--- src/rtl/pipeline_hazard_ctrl.sv ---
// Hazard/stall controller for the 5-stage MIPS pipeline: load-use bubbles, branch squash,
// EX forwarding selects, multi-cycle data-memory wait sequencing with timeout fault.

module phc_fwd_sel (
  input  logic       en,
  input  logic [4:0] src,
  input  logic       reg_write_m,
  input  logic [4:0] write_reg_m,
  input  logic       reg_write_w,
  input  logic [4:0] write_reg_w,
  output logic [1:0] sel
);
  always_comb begin
    sel = 2'b00;
    if (en) begin
      // MEM holds the younger result, so it wins over WB
      if (reg_write_m && write_reg_m != 5'd0 && write_reg_m == src)
        sel = 2'b10;
      else if (reg_write_w && write_reg_w != 5'd0 && write_reg_w == src)
        sel = 2'b01;
    end
  end
endmodule

module phc_sat_cnt #(
  parameter int W = 16
) (
  input  logic         clk,
  input  logic         clr_n,
  input  logic         inc,
  output logic [W-1:0] cnt
);
  always_ff @(posedge clk or negedge clr_n) begin
    if (!clr_n)
      cnt <= '0;
    else if (inc && cnt != {W{1'b1}})
      cnt <= cnt + 1'b1;
  end
endmodule

module pipeline_hazard_ctrl #(
  parameter int MEM_TIMEOUT = 64,
  parameter int CNT_W       = 16
) (
  input  logic             clk,
  input  logic             clr_n,
  input  logic [4:0]       Ra_D,
  input  logic [4:0]       Rb_D,
  input  logic             UsesRb_D,
  input  logic [4:0]       Ra_E,
  input  logic [4:0]       Rb_E,
  input  logic             RegWrite_E,
  input  logic             MemRead_E,
  input  logic [4:0]       WriteReg_E,
  input  logic             BranchTaken_E,
  input  logic             RegWrite_M,
  input  logic [4:0]       WriteReg_M,
  input  logic             MemAccess_M,
  input  logic             mem_ready,
  input  logic             RegWrite_W,
  input  logic [4:0]       WriteReg_W,
  output logic             StallF,
  output logic             StallD,
  output logic             StallE,
  output logic             StallM,
  output logic             FlushD,
  output logic             FlushE,
  output logic             FlushW,
  output logic [1:0]       FwdA_E,
  output logic [1:0]       FwdB_E,
  output logic             mem_err,
  output logic [CNT_W-1:0] stall_cycles,
  output logic [CNT_W-1:0] flush_count
);
  localparam int WCNT_W = $clog2(MEM_TIMEOUT + 1) + 1;
  localparam logic [WCNT_W-1:0] WAIT_MAX = WCNT_W'(MEM_TIMEOUT);

  localparam logic [1:0] ST_RUN   = 2'd0;
  localparam logic [1:0] ST_WAIT  = 2'd1;
  localparam logic [1:0] ST_FAULT = 2'd2;

  logic [1:0]        state;
  logic [WCNT_W-1:0] wait_cnt;
  logic              mem_hold, load_use;

  assign mem_hold = MemAccess_M & ~mem_ready;
  assign load_use = RegWrite_E & MemRead_E & (WriteReg_E != 5'd0) &
                    ((WriteReg_E == Ra_D) | (UsesRb_D & (WriteReg_E == Rb_D)));

  // Outputs are gated by clr_n so nothing stale leaks out while reset is held
  always_comb begin
    StallF = 1'b0;
    StallD = 1'b0;
    StallE = 1'b0;
    StallM = 1'b0;
    FlushD = 1'b0;
    FlushE = 1'b0;
    FlushW = 1'b0;
    if (clr_n) begin
      if (state == ST_FAULT || mem_hold) begin
        StallF = 1'b1;
        StallD = 1'b1;
        StallE = 1'b1;
        StallM = 1'b1;
        FlushW = 1'b1;
      end else if (BranchTaken_E) begin
        FlushD = 1'b1;
        FlushE = 1'b1;
      end else if (load_use) begin
        StallF = 1'b1;
        StallD = 1'b1;
        FlushE = 1'b1;
      end
    end
  end

  always_ff @(posedge clk or negedge clr_n) begin
    if (!clr_n) begin
      state    <= ST_RUN;
      wait_cnt <= '0;
      mem_err  <= 1'b0;
    end else begin
      case (state)
        ST_RUN: begin
          if (mem_hold) begin
            state    <= ST_WAIT;
            wait_cnt <= WCNT_W'(1);
          end
        end
        ST_WAIT: begin
          if (!mem_hold) begin
            state    <= ST_RUN;
            wait_cnt <= '0;
          end else if (wait_cnt == WAIT_MAX) begin
            state   <= ST_FAULT;
            mem_err <= 1'b1;
          end else begin
            wait_cnt <= wait_cnt + 1'b1;
          end
        end
        ST_FAULT: begin
          state   <= ST_FAULT;
          mem_err <= 1'b1;
        end
        default: begin
          state    <= ST_RUN;
          wait_cnt <= '0;
        end
      endcase
    end
  end

  // Operand 0 is A (Ra_E), operand 1 is B (Rb_E)
  logic [1:0][4:0] fwd_src;
  logic [1:0][1:0] fwd_sel;

  assign fwd_src = {Rb_E, Ra_E};
  assign FwdA_E  = fwd_sel[0];
  assign FwdB_E  = fwd_sel[1];

  generate
    for (genvar i = 0; i < 2; i++) begin : g_fwd
      phc_fwd_sel u_fwd (
        .en          (clr_n),
        .src         (fwd_src[i]),
        .reg_write_m (RegWrite_M),
        .write_reg_m (WriteReg_M),
        .reg_write_w (RegWrite_W),
        .write_reg_w (WriteReg_W),
        .sel         (fwd_sel[i])
      );
    end
  endgenerate

  logic [1:0]            cnt_inc;
  logic [1:0][CNT_W-1:0] cnt_val;

  assign cnt_inc      = {FlushE & BranchTaken_E, StallF};
  assign stall_cycles = cnt_val[0];
  assign flush_count  = cnt_val[1];

  generate
    for (genvar i = 0; i < 2; i++) begin : g_cnt
      phc_sat_cnt #(.W(CNT_W)) u_cnt (
        .clk   (clk),
        .clr_n (clr_n),
        .inc   (cnt_inc[i]),
        .cnt   (cnt_val[i])
      );
    end
  endgenerate

endmodule

--- config.mk ---
export PLATFORM = sky130hd
export DESIGN_NAME = pipeline_hazard_ctrl
export DESIGN_NICKNAME = d
export VERILOG_FILES = /design/src/rtl/pipeline_hazard_ctrl.sv
export SDC_FILE = /design/constraint.sdc
export NUM_CORES = 1
export LEC_CHECK = 0
export ABC_CLOCK_PERIOD_IN_PS = 2400
export BUFFER_PORTS_ARGS = -buffer_cell sky130_fd_sc_hd__buf_2
export CAP_MARGIN = 20
export CORE_ASPECT_RATIO = 0.5
export CORE_UTILIZATION = 40
export CTS_CLUSTER_SIZE = 40
export DETAILED_ROUTE_END_ITERATION = 16
export HOLD_SLACK_MARGIN = 0.12
export PLACE_DENSITY = 0.69
export SETUP_SLACK_MARGIN = 0.4
export SLEW_MARGIN = 10
export SYNTH_ARGS = -nofsm -noshare
export SYNTH_HDL_FRONTEND = slang
export SYNTH_SLANG_ARGS = --single-unit
--- constraint.sdc ---
create_clock -name clk -period 2.4 [get_ports clk]
set_input_delay 0.24 -clock clk [delete_from_list [all_inputs] [get_ports clk]]
set_output_delay 0.24 -clock clk [all_outputs]
set_load 0.03 [all_outputs]
==> results.py <==
metrics = {
    "power_and_ir_drop": {
        "switchingPower_mw": 0.833,
        "pwr-share-seq": 0.402,
        "leakagePower_nw": 1.66,
        "intPower_mw": 1.58,
        "swShare": 0.345,
        "power_density_nw_per_um2": 709,
        "ir_worst_vdd_mv": 0.447,
        "combPwrFrac": 0.274,
        "p_clk_frac": 0.324,
    },
    "clock_tree": {
        "tritoncts": "yes",
        "cts_sinks": 43,
        "clock_path_buffers": 2,
        "clk_latency_ps": 280,
        "clk_pin_slew_worst_paths_ps": 60,
        "cts_root_buffer": "clkbuf_16",
        "numCtsBuffers": 5,
        "htree_num_levels": 2,
    },
    "worst_setup_path": {
        "timing.rr.end": "g_cnt[1].u_cnt.cnt[10]",
        "crit_fanout": 6,
        "crit_path_end_kind": "flip-flop",
        "critical_path_class": "reg2reg",
        "startpoint_type": "flip-flop",
        "cp.required_ps": 2550,
        "regToRegSetupSlack_ps": 470,
        "r2r.worst_path.cells": 6,
        "cp.arrival_ps": 2080,
        "timing.rr.start": "g_cnt[1].u_cnt.cnt[4]",
    },
    "yosys": {
        "synth.distinct_cells": 36,
        "syn_area_per_cell_um2": 9.33,
        "synth-simple-area-share": 0.244,
        "muxShareOfSynthArea": 0.0132,
        "synth_warnings": 0,
        "synth_top_family_by_area": "simple AND/OR/NAND/NOR gates",
        "synthXorXnorAreaFrac": 0.199,
        "synth_compound_area_frac": 0.0729,
        "synth_adder_area_share": 0.0196,
        "syn_inst": 274,
        "ys_seq_elements": 43,
        "syn-cell-area_um2": 2560,
        "ys_seq_area_frac": 0.421,
        "synth_nets": 323,
    },
    "die": {
        "core_um2": 6110,
        "dieArea_um2": 6730,
        "pin_count": 89,
        "start_util": 0.419,
        "die_y_um": 58.5,
        "core.rowCount": 20,
        "die_w_um": 115,
    },
    "grt": {
        "grtUsageTotal": 0.181,
        "grt_util_met1": 0.225,
        "busiest_layer": "met2",
        "grt_max_degree": 36,
        "antenna_found_initial": 0,
        "grtUsageMet3": 0.0340,
        "grt_pass1_vias": 2150,
        "met2_usage": 0.314,
        "grt_overflow": 0,
        "grt_pass1_wl_mm": 9.56,
    },
    "placed_design": {
        "gp_congestion": 0.852,
        "hpwl_mm": 4.59,
        "dp_cells": 448,
        "io_buffers": 88,
    },
    "sta": {
        "setup_viol": 0,
        "timing.hold.ws_ps": 219,
        "fin_crit_sh": 0.805,
        "hold_viol_final": 0,
        "worst_pin_slew_ps": 439,
        "fin_skew_ps": 5.73,
        "slew_violations": 0,
        "period_needed_ps": 1930,
        "finalSetupTns_ps": 0,
        "max_freq_mhz": 518,
        "slew_headroom": 0.707,
        "rsz0062_at_grt": "yes",
    },
    "route": {
        "wl_per_cell_um": 13.1,
        "first_iter_violations": 101,
        "drtPass1Iterations": 4,
        "routed_wl_mm": 6.04,
        "route.vias.total": 2352,
        "drc_errors": 0,
        "drtAntennaViolNets": 0,
        "via_per_inst": 5.08,
    },
    "status": {
        "outcome": "finished clean",
    },
    "hold_path": {
        "hp-class": "in2async",
    },
    "finish": {
        "fin_cells": 463,
        "area_growth_pct": 33.1,
        "num-nets-final": 423,
        "diodes": 0,
        "drive_gt1_frac": 0.344,
    },
    "run": {
        "drv_cap": 0,
    },
}
how the worst max path moves through the flow:
stage	start	end
finish	g_cnt[1].u_cnt.cnt[4]	g_cnt[1].u_cnt.cnt[10]
detailed placement	WriteReg_E[1]	g_cnt[0].u_cnt.cnt[1]
CTS	state[0]	g_cnt[0].u_cnt.cnt[15]
global placement	WriteReg_E[1]	g_cnt[0].u_cnt.cnt[1]
floorplan	g_cnt[1].u_cnt.cnt[0]	g_cnt[1].u_cnt.cnt[8]
global route	state[1]	g_cnt[1].u_cnt.cnt[10]
final cells by class:
class | instances | area [um^2]
fillers | 550 | 2700
multi-input cells | 215 | 1460
flip-flops and latches | 43 | 1080
repair buffers | 98 | 533
clock buffers | 5 | 125
well taps | 88 | 110
clock inverters | 3 | 47.5
inverters | 11 | 41.3
worst max-delay path, cell delays in order (launching register included):
cell	delay [ps]
dfrtp_1	460
nand4_1	240
or4_4	500
o21a_4	240
nand3_1	130
nor3_1	80
xor2_1	150
routing by layer:
layer	routed length, um	part of all wire	up-vias
met4	80	0.013	0
met3	222	0.037	8
met5	0	0	-
met1	2720	0.45	1141
li1	-	-	1150
met2	3020	0.50	53
repair_timing:
item	in CTS	in global routing
endpoints found under the setup margin	13	21
hold buffers	1	0
endpoints found under the hold margin	8	0
setup buffers	1	5
resized for setup	4	9
pin swaps	1	3
registers in the layout, summed over array words and instances (netlist names):
register,flops
state,2
wait_cnt,8
g_cnt.u_cnt.cnt,32
mem_err,1
cells by family (layout without fill, tap and decap cells):
| kind of cell | count (synthesis) | after routing |
|---|---|---|
| AOI/OAI and AO/OA | 30 | 30 |
| buffers and inverters | 16 | 117 |
| and+or+nand+nor | 120 | 120 |
| xor gates and xnor gates | 58 | 58 |
| adders and majority gates | 4 | 4 |
| DFF | 43 | 43 |
| muxes | 3 | 3 |
cells in the final DEF (no fill, tap or decap), types with 3 or more instances in the layout:
cell type   n
nor4_2      4
nand4_1     9
or4_1       5
clkbuf_16   5
nand2_1    25
nand3_1    17
dfrtp_2     6
ha_1        3
nor4_1      3
a21oi_1     7
nor2_1     22
xnor2_1    28
dfrtp_1    37
buf_2      87
o21ai_0    12
buf_4       8
xor2_1     30
and3_1      7
nor3_1     12
inv_1      11
cell usage after synthesis:
cell type  instances  area share
or4_1              6       0.018
nand3_1           17       0.033
o21bai_1           1      0.0029
a21oi_4            1      0.0064
nor3b_1            1      0.0029
nor4b_1            1      0.0034
o21ai_1            1      0.0020
dfrtp_1           43        0.42
xor2_1            30        0.10
and2_1             2      0.0049
nor2_1            22       0.032
nand2b_1           2      0.0049
o211ai_2           2      0.0098
nor4_1             7       0.017
buf_6              1      0.0044
buf_4              3      0.0088
inv_1             11       0.016
mux2_2             2      0.0088
nand4_1            9       0.022
o211ai_1           1      0.0029
ha_1               4       0.020
clkbuf_1           1      0.0015
or2_2              2      0.0049
nand3b_1           1      0.0029
or3_1              1      0.0024
nand2_1           25       0.037
o21ai_0           14       0.027
nor2b_1            3      0.0073
a21oi_1            7       0.014
nor3_1            13       0.025
mux2_1             1      0.0044
xnor2_1           28       0.096
nor4_4             1      0.0083
o21a_1             1      0.0029
o22ai_1            2      0.0049
and3_1             7       0.017
power by group through the flow:
stage	Clock, mW	Combinational, mW	Sequential (mW)
2_1_floorplan	0	0.235	1.13
3_3_place_gp	0	0.615	0.961
3_5_place_dp	0	0.626	0.972
4_1_cts	0.802	0.639	0.959
5_1_grt	0.833	0.708	0.988
6_report	0.782	0.660	0.969
stage by stage:
stage          total power, mW  area, um^2   util  worst slack [ps]
6_report                  2.41        3400  0.557               469
2_1_floorplan             1.36        2580      -               402
5_1_grt                   2.53        3400  0.557               390
3_3_place_gp              1.58        3110  0.510               335
3_5_place_dp              1.60        3110  0.510               312
4_1_cts                   2.40        3330  0.545               408
No activity file was read; power rests on OpenSTA's default activity.
